$ cat src/rtl/imem_loader_if.sv
// Byte-stream input and instruction-memory write port of the instruction memory loader.
// rx: a byte moves on a rising edge where rx_valid & rx_ready; the sender holds rx_data stable until then.
interface imem_loader_if #(
    parameter int AW = 10,
    parameter int DW = 32
);
    logic [7:0]    rx_data;
    logic          rx_valid;
    logic          rx_ready;
    logic          mem_we;
    logic [AW-1:0] mem_addr;
    logic [DW-1:0] mem_wdata;

    modport master (
        input  rx_data, rx_valid,
        output rx_ready, mem_we, mem_addr, mem_wdata
    );

    modport slave (
        output rx_data, rx_valid,
        input  rx_ready, mem_we, mem_addr, mem_wdata
    );
endinterface

$ cat src/rtl/imem_loader.sv
// Loads a length-prefixed, XOR-checksummed byte stream into instruction memory as
// little-endian words from address 0, holding the CPU (busy) until done or error.
module imem_loader #(
    parameter int AW = 10,
    parameter int DW = 32
) (
    input  logic              clk,
    input  logic              rst,
    input  logic              start,
    imem_loader_if.master     bus,
    output logic              busy,
    output logic              done,
    output logic              error,
    output logic [AW:0]       word_count,
    output logic [2:0]        state_dbg
);
    localparam int BPW = DW / 8;
    localparam int BIW = (BPW > 1) ? $clog2(BPW) : 1;
    localparam logic [BIW-1:0] LAST_IDX = BIW'(BPW - 1);
    localparam logic [16:0] MAX_LEN = 17'(1) << AW;

    typedef enum logic [2:0] {
        IDLE  = 3'd0,
        LEN0  = 3'd1,
        LEN1  = 3'd2,
        DATA  = 3'd3,
        WRITE = 3'd4,
        CSUM  = 3'd5,
        DONE  = 3'd6,
        ERR   = 3'd7
    } state_t;

    state_t         state;
    logic [15:0]    len;
    logic [7:0]     csum;
    logic [BIW-1:0] byte_idx;
    logic [DW-1:0]  word_buf;
    logic [DW-1:0]  word_next;
    logic [15:0]    len_full;
    logic           len_bad;
    logic [AW:0]    wc_inc;
    logic           xfer;

    assign xfer      = bus.rx_valid & bus.rx_ready;
    assign state_dbg = state;
    assign wc_inc    = word_count + 1'b1;

    // Length check runs on the incoming high byte so ERR is entered straight from LEN1.
    assign len_full = {bus.rx_data, len[7:0]};
    assign len_bad  = (len_full == 16'd0) || ({1'b0, len_full} > MAX_LEN);

    always_comb begin
        word_next = word_buf;
        word_next[int'(byte_idx) * 8 +: 8] = bus.rx_data;
    end

    always_ff @(posedge clk) begin
        if (rst) begin
            state         <= IDLE;
            len           <= '0;
            csum          <= '0;
            byte_idx      <= '0;
            word_buf      <= '0;
            bus.rx_ready  <= 1'b0;
            bus.mem_we    <= 1'b0;
            bus.mem_addr  <= '0;
            bus.mem_wdata <= '0;
            busy          <= 1'b0;
            done          <= 1'b0;
            error         <= 1'b0;
            word_count    <= '0;
        end else begin
            bus.mem_we <= 1'b0;
            case (state)
                IDLE, DONE, ERR: begin
                    if (start) begin
                        state        <= LEN0;
                        done         <= 1'b0;
                        error        <= 1'b0;
                        word_count   <= '0;
                        csum         <= '0;
                        byte_idx     <= '0;
                        busy         <= 1'b1;
                        bus.rx_ready <= 1'b1;
                    end
                end
                LEN0: begin
                    if (xfer) begin
                        len[7:0] <= bus.rx_data;
                        state    <= LEN1;
                    end
                end
                LEN1: begin
                    if (xfer) begin
                        len[15:8] <= bus.rx_data;
                        if (len_bad) begin
                            state        <= ERR;
                            busy         <= 1'b0;
                            error        <= 1'b1;
                            bus.rx_ready <= 1'b0;
                        end else begin
                            state <= DATA;
                        end
                    end
                end
                DATA: begin
                    if (xfer) begin
                        word_buf <= word_next;
                        csum     <= csum ^ bus.rx_data;
                        // The completed word (including this byte) is presented during WRITE.
                        if (byte_idx == LAST_IDX) begin
                            byte_idx      <= '0;
                            state         <= WRITE;
                            bus.rx_ready  <= 1'b0;
                            bus.mem_we    <= 1'b1;
                            bus.mem_addr  <= word_count[AW-1:0];
                            bus.mem_wdata <= word_next;
                        end else begin
                            byte_idx <= byte_idx + 1'b1;
                        end
                    end
                end
                WRITE: begin
                    word_count   <= wc_inc;
                    bus.rx_ready <= 1'b1;
                    state        <= (17'(wc_inc) == 17'(len)) ? CSUM : DATA;
                end
                CSUM: begin
                    if (xfer) begin
                        bus.rx_ready <= 1'b0;
                        busy         <= 1'b0;
                        if (bus.rx_data == csum) begin
                            state <= DONE;
                            done  <= 1'b1;
                        end else begin
                            state <= ERR;
                            error <= 1'b1;
                        end
                    end
                end
                default: state <= IDLE;
            endcase
        end
    end
endmodule

$ cat src/flat_wrapper.sv
// flat-port wrapper written by rule: the top's interface ports become plain ports
module imem_loader_flat 
#(
    parameter int AW = 10,
    parameter int DW = 32
)
  (clk, rst, start, busy, done, error, word_count, state_dbg, bus_rx_data, bus_rx_valid, bus_rx_ready, bus_mem_we, bus_mem_addr, bus_mem_wdata);
  imem_loader_if #(.AW(AW), .DW(DW)) bus_i ();
  input  logic clk;
  input  logic rst;
  input  logic start;
  output logic busy;
  output logic done;
  output logic error;
  output logic [AW:0] word_count;
  output logic [2:0] state_dbg;
  input wire logic [$bits(bus_i.rx_data)-1:0] bus_rx_data;
  input wire logic [$bits(bus_i.rx_valid)-1:0] bus_rx_valid;
  output wire logic [$bits(bus_i.rx_ready)-1:0] bus_rx_ready;
  output wire logic [$bits(bus_i.mem_we)-1:0] bus_mem_we;
  output wire logic [$bits(bus_i.mem_addr)-1:0] bus_mem_addr;
  output wire logic [$bits(bus_i.mem_wdata)-1:0] bus_mem_wdata;
  assign bus_i.rx_data = bus_rx_data;
  assign bus_i.rx_valid = bus_rx_valid;
  assign bus_rx_ready = bus_i.rx_ready;
  assign bus_mem_we = bus_i.mem_we;
  assign bus_mem_addr = bus_i.mem_addr;
  assign bus_mem_wdata = bus_i.mem_wdata;
  imem_loader #(.AW(AW), .DW(DW)) u_core (.clk(clk), .rst(rst), .start(start), .bus(bus_i), .busy(busy), .done(done), .error(error), .word_count(word_count), .state_dbg(state_dbg));
endmodule
$ cat config.mk
export PLATFORM = sky130hd
export DESIGN_NAME = imem_loader_flat
export DESIGN_NICKNAME = d
export VERILOG_FILES = /design/src/rtl/imem_loader_if.sv /design/src/rtl/imem_loader.sv /design/src/flat_wrapper.sv
export SDC_FILE = /design/constraint.sdc
export NUM_CORES = 1
export LEC_CHECK = 0
export BUFFER_PORTS_ARGS = -buffer_cell sky130_fd_sc_hd__buf_2
export CAP_MARGIN = 20
export CORE_MARGIN = 5
export CORE_UTILIZATION = 55
export DETAILED_ROUTE_END_ITERATION = 10
export PLACE_DENSITY = 0.87
export SYNTH_ARGS = -nofsm -noshare
export SYNTH_HDL_FRONTEND = slang
export SYNTH_SLANG_ARGS = --single-unit
$ cat constraint.sdc
create_clock -name clk -period 5.76 [get_ports clk]
set_input_delay 0.288 -clock clk [delete_from_list [all_inputs] [get_ports clk]]
set_output_delay 0.288 -clock clk [all_outputs]
set_load 0.01 [all_outputs]
==> results of run 1 <==
[worst min path at each step]
stage,slack (ps),to,cells past startpoint,startpoint
final,200,u_core.csum[7]$_SDFFE_PP0P_,3,bus_rx_data[7]
after global routing,190,u_core.csum[7]$_SDFFE_PP0P_,3,bus_rx_data[7]
after CTS,180,u_core.csum[7]$_SDFFE_PP0P_,3,bus_rx_data[7]
after detailed placement,450,u_core.bus.mem_addr[2]$_SDFFE_PP0P_,2,u_core.bus.mem_addr[2]$_SDFFE_PP0P_
after global placement,440,u_core.bus.mem_addr[3]$_SDFFE_PP0P_,2,u_core.bus.mem_addr[3]$_SDFFE_PP0P_
after floorplan,450,u_core.len[14]$_SDFFE_PP0P_,2,u_core.len[14]$_SDFFE_PP0P_
[Yosys cell counts (2+ instances only)]
cell,number,area [µm²]
dfxtp_1,119,2382
nor4_1,7,43.79
ha_1,7,87.58
nand2_1,40,150.1
nor3_1,14,70.07
nor2b_1,41,256.5
o22ai_1,2,12.51
nand2b_1,5,31.28
inv_1,11,41.29
nand3b_1,4,30.03
buf_1,4,15.01
o21ai_0,22,110.1
a31oi_1,3,18.77
o211ai_1,3,22.52
and3_1,2,12.51
o221ai_1,2,17.52
buf_2,22,110.1
xor2_1,6,52.55
or3_1,6,37.54
or4_1,2,15.01
clkbuf_1,24,90.09
nor2_1,114,427.9
nand4_1,2,12.51
a22oi_1,7,52.55
mux2i_1,15,150.1
a211oi_1,66,495.5
a21oi_1,66,330.3
nand3_1,7,35.03
o21a_1,2,15.01
xnor2_1,11,96.34
and2_1,2,12.51
[stage by stage]
stage | hold slack [ps] | instance area [µm²] | utilization | std cells | power, mW
after detailed placement | 448.6 | 5797 | 0.5986 | 818 | 0.9195
after floorplan | 451.1 | 5433 | - | 658 | 0.8980
after global routing | 188.8 | 6377 | 0.6585 | 848 | 1.984
after CTS | 176.0 | 6377 | 0.6585 | 848 | 1.933
after global placement | 440.6 | 5797 | 0.5986 | 818 | 0.9169
final | 198.4 | 6377 | 0.6585 | 848 | 1.930
[layer usage]
metal	track usage	routed length (µm)	vias up
li1	-	-	2401
met1	0.3023	5768	2367
met2	0.4102	6960	275
met3	0.06048	1271	37
met4	0.1024	327	0
met5	0	0	-
[state kept, by name (all words and copies together), names as in the netlist]
register              count
u_core.bus.rx_ready       1
u_core.word_count        11
u_core.done               1
u_core.len               16
u_core.word_buf          32
u_core.bus.mem_addr      10
u_core.state_dbg          3
u_core.error              1
u_core.bus.mem_wdata     32
u_core.byte_idx           2
u_core.busy               1
u_core.bus.mem_we         1
u_core.csum               8
[worst max-delay path: stages, from the launching register on]
cell and delay [ps]:
dfxtp_1 630, nand3b_1 490, nor2_4 210, buf_4 570, nand2_1 390, nand2_1 180
a21oi_1 80
[cell families after synthesis]
logic type	count (synthesis)	share of synthesized area
buf+inv	62	0.04860
fa+ha+maj	7	0.01612
compound gates	184	0.2170
flops	119	0.4385
simple gates	254	0.2248
xor+xnor	17	0.02741
mux	15	0.02764
[power groups by stage]
stage / logic [mW] / clock network, mW / registers, mW
2_1_floorplan: 0.0491 / 0 / 0.849
3_3_place_gp: 0.0671 / 0 / 0.850
3_5_place_dp: 0.0691 / 0 / 0.850
4_1_cts: 0.0696 / 1.03 / 0.833
5_1_grt: 0.0769 / 1.07 / 0.833
6_report: 0.0712 / 1.03 / 0.833
[final cells by class]
| class | count | share of cell area |
|---|---|---|
| Clock buffer | 23 | 0.07632 |
| Clock inverter | 7 | 0.01471 |
| Inverter | 11 | 0.006474 |
| Multi-Input combinational cell | 477 | 0.4389 |
| Sequential cell | 119 | 0.3736 |
| Tap cell | 133 | 0.02609 |
| Timing Repair Buffer | 78 | 0.06396 |
[layout by cell type (no fill, tap or decap), drive strengths merged, types with 14 or more instances in the layout]
| cell type | Yosys | layout |
|---|---|---|
| mux2i | 15 | 15 |
| clkbuf | 24 | 23 |
| nor2b | 42 | 42 |
| dfxtp | 119 | 119 |
| nor2 | 114 | 114 |
| a21oi | 66 | 66 |
| nor3 | 14 | 14 |
| a211oi | 67 | 67 |
| buf | 27 | 78 |
| o21ai | 23 | 23 |
| nand2 | 40 | 40 |
==> run_results.csv, run 1 <==
group,metric,value,unit
status,outcome,"complete, no violations",
clock_network,clk_pin_slew,60,ps
route,drtIter0Drc,658,
synth,ys_warn_count,0,
clock_network,insertion_delay,520,ps
route,ant_nets,0,
power_and_ir_drop,p_int,1.514,mW
synth,synth-main-ff-cell,"dfxtp_1",
sta,slew_violations,0,
placed_design,dp_hpwl,9.305,mm
grt,grt_max_degree,76,
route,vias,5080,
clock_network,cts_buffer_depth,2,
clock_network,cts_resized,0,
setup_path,cp-end-kind,"register",
power_and_ir_drop,p_clk_frac,0.532,
setup_path,crit_type,"register to register",
final_layout,antennaDiodeCount,0,
clock_network,clock-root-buffer,"clkbuf_8",
synth,synthArstFlopShare,0,
placed_design,dp_slack,3150,ps
synth,syn_nets,677,
setup_path,cp-start-kind,"register",
clock_network,cts_sinks,119,
placed_design,gp_congestion,0.8920,
grt,grt-ovfl-total,0,
sta,rsz0062_at_grt,"false",
grt,antenna_found_initial,0,
power_and_ir_drop,power_leakage,2.418,nW
route,drc_errors,0,
die,die-height,109.4,µm
power_and_ir_drop,vdd_drop_max,0.0002016,V
power_and_ir_drop,p_sw,0.4166,mW
clock_network,cts_buffers,17,
setup_path,worstReg2RegStart,"u_core.state_dbg[1]$_SDFFE_PP0P_",
synth,syn_area_per_cell,8.256,µm²
final_layout,num-nets-final,723,
die,chipWidth,109.4,µm
synth,netlist_instances,658,
final_layout,fill_cells,773,
synth,ys_seq_elements,119,
sta,fin_skew,13.51,ps
setup_path,crit_arrival,3080,ps
route,first_pass_iters,6,
sta,relSlewSlack,0.4332,
sta,worst_pin_slew,843.7,ps
setup_path,worstRegToRegCells,6,
flow_run,drv_cap,0,
clock_network,cts_hold_buf,0,
sta,finalWorstSetupSlack,3044,ps
setup_path,crit_required,6130,ps
sta,min_period,2716,ps
worst_hold_path,hp-class,"input pin to register",
synth,seq_area_frac_synth,0.4385,
clock_network,cts_tree,"yes",
die,die-area,11970,µm²
grt,grt_first_pass_wirelength,23.09,mm
route,detail_route.vias_per_cell,5.991,
sta,finalHoldViolations,0,
die,core_area,9684,µm²
final_layout,drive_gt1_frac,0.1636,
sta,fin_setup_tns,0,ps
setup_path,reg2reg_to,"u_core.bus.mem_addr[3]$_SDFFE_PP0P_",
route,wl_per_cell,16.90,µm
sta,final-setup-viol-count,0,
sta,period_share,0.4715,
route,drt-total-wl,14.33,mm
clock_network,cts_setup_buffers,0,
setup_path,crit_path_end,"u_core.bus.mem_addr[3]$_SDFFE_PP0P_",
grt,grt_pass1_vias,4743,
final_layout,syn_to_final_growth,17.39,%
clock_network,htree_levels,4,
final_layout,regArea,2382,µm²
synth,synth_edf_count,0,
setup_path,cp_max_fo,75,
setup_path,cp-startpoint,"u_core.state_dbg[1]$_SDFFE_PP0P_",
final_layout,multi_input_area,2799,µm²
setup_path,regToRegSetupSlack,3040,ps
die,num_io_pins,73,
power_and_ir_drop,swShare,0.2158,
grt,grt_usage,0.2457,
power_and_ir_drop,power.share.sequential,0.432,
synth,ys_types,51,
sta,fmax,368.2,MHz
synth,synth.cell_area,5433,µm²
die,start_util,0.5610,
power_and_ir_drop,p_comb_frac,0.037,
placed_design,port_buffers,72,
power_and_ir_drop,power.density,302.7,nW/µm²
die,num_rows,36,
No activity file was read; power rests on OpenSTA's default activity.
==> run 2: changes to the inputs <==
==> constraint.sdc (replaced) <==
create_clock -name clk -period 2.5 [get_ports clk]
set_input_delay 0.125 -clock clk [delete_from_list [all_inputs] [get_ports clk]]
set_output_delay 0.125 -clock clk [all_outputs]
set_load 0.01 [all_outputs]
==> run_results.csv, run 2 (synthesized netlist as in run 1, its figures left out) <==
group,metric,value,unit
status,outcome,"complete, no violations",
clock_network,cts_buffer_depth,2,
setup_path,cp-start-kind,"register",
power_and_ir_drop,power.density,712.2,nW/µm²
setup_path,worstReg2RegStart,"u_core.state_dbg[2]$_SDFFE_PP0P_",
sta,relSlewSlack,0.6408,
setup_path,worstRegToRegCells,5,
sta,holdWs,21.03,ps
die,core_area,9684,µm²
setup_path,reg2reg_to,"u_core.csum[3]$_SDFFE_PP0P_",
flow_run,drv_cap,0,
sta,fin_skew,9.627,ps
die,num_io_pins,73,
final_layout,num-nets-final,733,
sta,fin_setup_tns,0,ps
power_and_ir_drop,swShare,0.2143,
worst_hold_path,min_to,"u_core.csum[1]$_SDFFE_PP0P_",
route,drtIter0Drc,656,
clock_network,cts_buffers,17,
route,vias,5112,
route,ant_nets,0,
final_layout,fin_area,6529,µm²
clock_network,cts_tree,"yes",
sta,final-setup-viol-count,0,
sta,finalWorstSetupSlack,436.4,ps
sta,slew_violations,0,
route,drc_errors,0,
setup_path,crit_arrival,2450,ps
clock_network,cts_setup_buffers,0,
final_layout,drive_gt1_frac,0.1774,
sta,worst_pin_slew,538.9,ps
route,drt-total-wl,14.46,mm
setup_path,critPathBufInv,0,
power_and_ir_drop,vdd_drop_max,0.0007107,V
power_and_ir_drop,p_clk_frac,0.550,
power_and_ir_drop,power,4.650,mW
route,wl_per_cell,16.81,µm
final_layout,antennaDiodeCount,0,
worst_hold_path,holdCritStartpoint,"bus_rx_data[1]",
die,num_rows,36,
grt,antenna_found_initial,0,
setup_path,cp-end-kind,"register",
worst_hold_path,hp-class,"input pin to register",
grt,grt_usage,0.2514,
power_and_ir_drop,p_sw,0.9965,mW
route,first_pass_iters,5,
placed_design,dp_slack,518.7,ps
setup_path,cp_top_family,"compound AO/OA/AOI/OAI gates",
die,die-area,11970,µm²
clock_network,cts_sinks,119,
setup_path,crit_required,2890,ps
die,chipWidth,109.4,µm
placed_design,port_buffers,72,
setup_path,path_cells,"nand3b_1 -> o21ai_2 -> o21ai_0 -> a22oi_1 -> nor2_1",
placed_design,dp_hpwl,9.328,mm
clock_network,cts_resized,0,
clock_network,htree_levels,4,
power_and_ir_drop,power.share.sequential,0.412,
clock_network,insertion_delay,530,ps
power_and_ir_drop,p_int,3.653,mW
worst_hold_path,hold_depth,3,
clock_network,clk_pin_slew,60,ps
sta,period_share,0.8254,
sta,rsz0062_at_grt,"false",
power_and_ir_drop,p_comb_frac,0.039,
setup_path,crit_type,"register to register",
grt,grt_pass1_vias,4723,
placed_design,placed_area,5889,µm²
clock_network,cts_hold_buf,1,
die,die-height,109.4,µm
die,start_util,0.5610,
placed_design,gp_congestion,0.9090,
final_layout,mostFrequentLayoutCell,"dfxtp_1",
grt,grt_first_pass_wirelength,23.44,mm
grt,grt-ovfl-total,0,
setup_path,cp_max_fo,15,
setup_path,slowest_stage,"nand3b_1",
route,detail_route.vias_per_cell,5.944,
final_layout,syn_to_final_growth,20.18,%
sta,min_period,2064,ps
grt,grt_max_degree,75,
setup_path,regToRegSetupSlack,440,ps
sta,finalHoldViolations,0,
final_layout,final_cell_mix,"119 x dfxtp_1, 113 x nor2_1, 71 x buf_2",
clock_network,clock-root-buffer,"clkbuf_8",
final_layout,biggestRegsByFlops,"u_core.bus.mem_wdata x32, u_core.word_buf x32, u_core.len x16",
sta,fmax,484.6,MHz
setup_path,critPathMaxStageDelay,470,ps
power_and_ir_drop,power_leakage,2.505,nW
run 2: cell types whose count changed in the layout (fill, tap and decap cells not counted), sizes merged:
cell / delta
clkbuf: -3
bufinv: +2
clkinvlp: -1
clkinv: +4
buf: +9
dlygate4sd3: +1
run 2: layout make-up:
cell class                 instances  area [µm²]
tap                              133       166.4
multi-input combinational        477        2799
timing repair buffer              88       510.5
fill                             732        3156
clock buffer                      20       455.4
inverter                          11       41.29
clock inverter                    12       173.9
sequential                       119        2382
run 2: how the worst max path moves through the flow:
stage                                            from  cells past startpoint                                to
floorplan           u_core.word_count[0]$_SDFFE_PP0P_                      8  u_core.state_dbg[1]$_SDFFE_PP0P_
global placement      u_core.byte_idx[0]$_SDFFE_PP0P_                      6   u_core.word_buf[7]$_SDFFE_PP0P_
detailed placement    u_core.byte_idx[0]$_SDFFE_PP0P_                      6   u_core.word_buf[4]$_SDFFE_PP0P_
CTS                  u_core.state_dbg[2]$_SDFFE_PP0P_                      5       u_core.csum[3]$_SDFFE_PP0P_
global route         u_core.state_dbg[2]$_SDFFE_PP0P_                      5       u_core.csum[3]$_SDFFE_PP0P_
finish               u_core.state_dbg[2]$_SDFFE_PP0P_                      5       u_core.csum[3]$_SDFFE_PP0P_
run 2: per-layer routing:
| metal | wire length (µm) | track usage |
|---|---|---|
| met3 | 1146 | 0.06518 |
| met4 | 359 | 0.1140 |
| met2 | 6976 | 0.4093 |
| met5 | 0 | 0 |
| met1 | 5972 | 0.3124 |
run 2: power groups by stage:
stage                     clock network [mW]  registers (mW)  logic, mW
after floorplan                            0            1.96      0.113
after global placement                     0            1.95      0.167
after detailed placement                   0            1.95      0.173
after CTS                               2.57            1.91      0.175
after global routing                    2.67            1.91      0.193
final                                   2.56            1.91      0.179
run 2: worst reg2reg max path, cell delays in order (launching register included):
cell and delay [ps]:
dfxtp_1 430, nand3b_1 480, o21ai_2 420, o21ai_0 210, a22oi_1 310, nor2_1 80
run 2: stage by stage:
step                      instances  utilization
final                           860       0.6742
after global routing            860       0.6742
after CTS                       860       0.6742
after detailed placement        827       0.6081
after global placement          827       0.6081
after floorplan                 658            -
==> run 3: changes to the inputs <==
==> constraint.sdc (replaced) <==
create_clock -name clk -period 1.9 [get_ports clk]
set_input_delay 0.095 -clock clk [delete_from_list [all_inputs] [get_ports clk]]
set_output_delay 0.095 -clock clk [all_outputs]
set_load 0.01 [all_outputs]
==> run_results.csv, run 3 (synthesized netlist as in run 1, its figures left out) <==
group,metric,value,unit
status,outcome,"complete, no violations",
setup_path,crit_arrival,2260,ps
power_and_ir_drop,p_clk_frac,0.516,
route,detail_route.vias_per_cell,5.999,
final_layout,drive_gt1_frac,0.2276,
final_layout,antennaDiodeCount,0,
route,first_pass_iters,5,
route,drc_errors,0,
final_layout,final_cell_mix,"116 x dfxtp_1, 113 x nor2_1, 71 x buf_2",
sta,fmax,535.5,MHz
placed_design,dp_hpwl,9.910,mm
placed_design,port_buffers,72,
clock_network,cts_buffer_depth,2,
power_and_ir_drop,vdd_drop_max,0.0005348,V
setup_path,crit_type,"register to register",
sta,fin_skew,7.833,ps
power_and_ir_drop,power.density,845.5,nW/µm²
power_and_ir_drop,power,5.756,mW
sta,final-setup-viol-count,0,
worst_hold_path,holdCritStartpoint,"bus_rx_data[2]",
sta,finalHoldViolations,0,
route,wl_per_cell,17.52,µm
grt,grt_max_degree,51,
final_layout,mostFrequentLayoutCell,"dfxtp_1",
clock_network,clock-root-buffer,"clkbuf_8",
sta,relSlewSlack,0.6460,
power_and_ir_drop,p_sw,1.392,mW
setup_path,cp-start-kind,"register",
setup_path,worstReg2RegStart,"u_core.len[0]$_SDFFE_PP0P_",
grt,grt_usage,0.2627,
clock_network,cts_sinks,119,
setup_path,cp_max_fo,3,
sta,rsz0062_at_grt,"true",
power_and_ir_drop,p_int,4.365,mW
die,core_area,9684,µm²
die,chipWidth,109.4,µm
sta,slew_violations,0,
sta,worst_pin_slew,531.0,ps
clock_network,insertion_delay,530,ps
final_layout,fill_cells,681,
setup_path,crit_required,2300,ps
power_and_ir_drop,p_comb_frac,0.046,
route,drt-total-wl,15.65,mm
route,ant_nets,0,
grt,antenna_found_initial,0,
final_layout,syn_to_final_growth,25.31,%
route,vias,5357,
die,die-height,109.4,µm
sta,min_period,1867,ps
final_layout,num-nets-final,766,
placed_design,dp_cells,854,
die,num_rows,36,
final_layout,fin_cells,893,
setup_path,regToRegSetupSlack,30,ps
clock_network,htree_levels,4,
flow_run,drv_cap,0,
grt,grt-ovfl-total,0,
power_and_ir_drop,power.share.sequential,0.438,
die,start_util,0.5610,
setup_path,reg2reg_to,"u_core.error$_SDFFE_PP0P_",
grt,grt_first_pass_wirelength,24.75,mm
die,num_io_pins,73,
setup_path,cp-end-kind,"register",
worst_hold_path,hold_depth,3,
power_and_ir_drop,swShare,0.2417,
clock_network,clk_pin_slew,60,ps
worst_hold_path,min_to,"u_core.bus.mem_wdata[2]$_SDFFE_PP0P_",
placed_design,gp_congestion,0.8974,
final_layout,biggestRegsByFlops,"u_core.bus.mem_wdata x32, u_core.word_buf x32, u_core.len x16",
clock_network,cts_tree,"yes",
route,drtIter0Drc,542,
power_and_ir_drop,power_leakage,2.649,nW
clock_network,cts_buffers,17,
setup_path,worstRegToRegCells,6,
sta,period_share,0.9828,
worst_hold_path,hp-class,"input pin to register",
die,die-area,11970,µm²
grt,grt_pass1_vias,5221,
[run 3: cell types whose count changed in the layout (fill, tap and decap cells not counted), moves of 5 or more]
cell           delta
buf_4            +27
a211oi_1          -8
dlygate4sd3_1     +5
a211oi_2          +8
[run 3: what timing repair did]
| action | 4_1_cts | 5_1_grt |
|---|---|---|
| hold endpoints to repair | 16 | 0 |
| pin swaps | 0 | 2 |
| hold buffers | 6 | 0 |
| resized for setup | 1 | 18 |
| endpoints found under the setup margin | 1 | 74 |
| setup buffers | 0 | 1 |
[run 3: routing by layer]
layer / vias to the layer above / track usage / wire (µm)
met4: 0 / 0.1238 / 525
li1: 2500 / - / -
met3: 60 / 0.07281 / 1279
met1: 2537 / 0.3204 / 6327
met2: 260 / 0.4289 / 7512
met5: - / 0 / 0
[run 3: worst max path at each step]
stage	start	depth (start not counted)	end	slack, ps
final	u_core.len[0]$_SDFFE_PP0P_	6	u_core.error$_SDFFE_PP0P_	30
after global routing	u_core.len[11]$_SDFFE_PP0P_	5	u_core.state_dbg[1]$_SDFFE_PP0P_	-40
after CTS	u_core.state_dbg[1]$_SDFFE_PP0P_	5	u_core.bus.mem_wdata[11]$_SDFFE_PP0P_	3
after detailed placement	u_core.byte_idx[0]$_SDFFE_PP0P_	7	u_core.bus.mem_wdata[31]$_SDFFE_PP0P_	40
after global placement	u_core.byte_idx[0]$_SDFFE_PP0P_	6	u_core.bus.mem_wdata[4]$_SDFFE_PP0P_	130
after floorplan	u_core.word_count[0]$_SDFFE_PP0P_	8	u_core.state_dbg[1]$_SDFFE_PP0P_	10
[run 3: layout make-up]
cell class,instances,area (µm²),area share
Clock inverter,14,123.9,0.01820
Timing Repair Buffer,121,783.3,0.1151
Inverter,11,41.29,0.006065
Multi-Input combinational cell,477,2877,0.4225
Tap cell,133,166.4,0.02444
Sequential cell,119,2389,0.3509
Clock buffer,18,427.9,0.06286
[run 3: worst max-delay path: stages, from the launching register on]
cell	delay, ps
dfxtp_1	370
nor4_2	440
nand4_1	150
a21oi_1	370
o22ai_1	190
a21oi_1	160
nor3_1	50
[run 3: per-stage QoR]
| step | hold WS (ps) | instance area [µm²] | utilization | TNS [ps] | setup slack (ps) |
|---|---|---|---|---|---|
| global placement | 438.7 | 6105 | 0.6304 | 0 | 131.3 |
| detailed placement | 444.1 | 6105 | 0.6304 | 0 | 40.48 |
| CTS | 14.15 | 6718 | 0.6937 | 0 | 3.171 |
| finish | 32.51 | 6808 | 0.7030 | 0 | 32.73 |
| floorplan | 339.2 | 5433 | - | 0 | 14.22 |
| global route | 40.20 | 6808 | 0.7030 | -98.16 | -39.06 |
[run 3: power by group through the flow]
stage                     Combinational (mW)  Clock, mW  Sequential [mW]
after floorplan                        0.149          0             2.57
after global placement                 0.232          0             2.57
after detailed placement               0.237          0             2.57
after CTS                              0.251       2.98             2.52
after global routing                   0.282       3.11             2.52
final                                  0.265       2.97             2.52
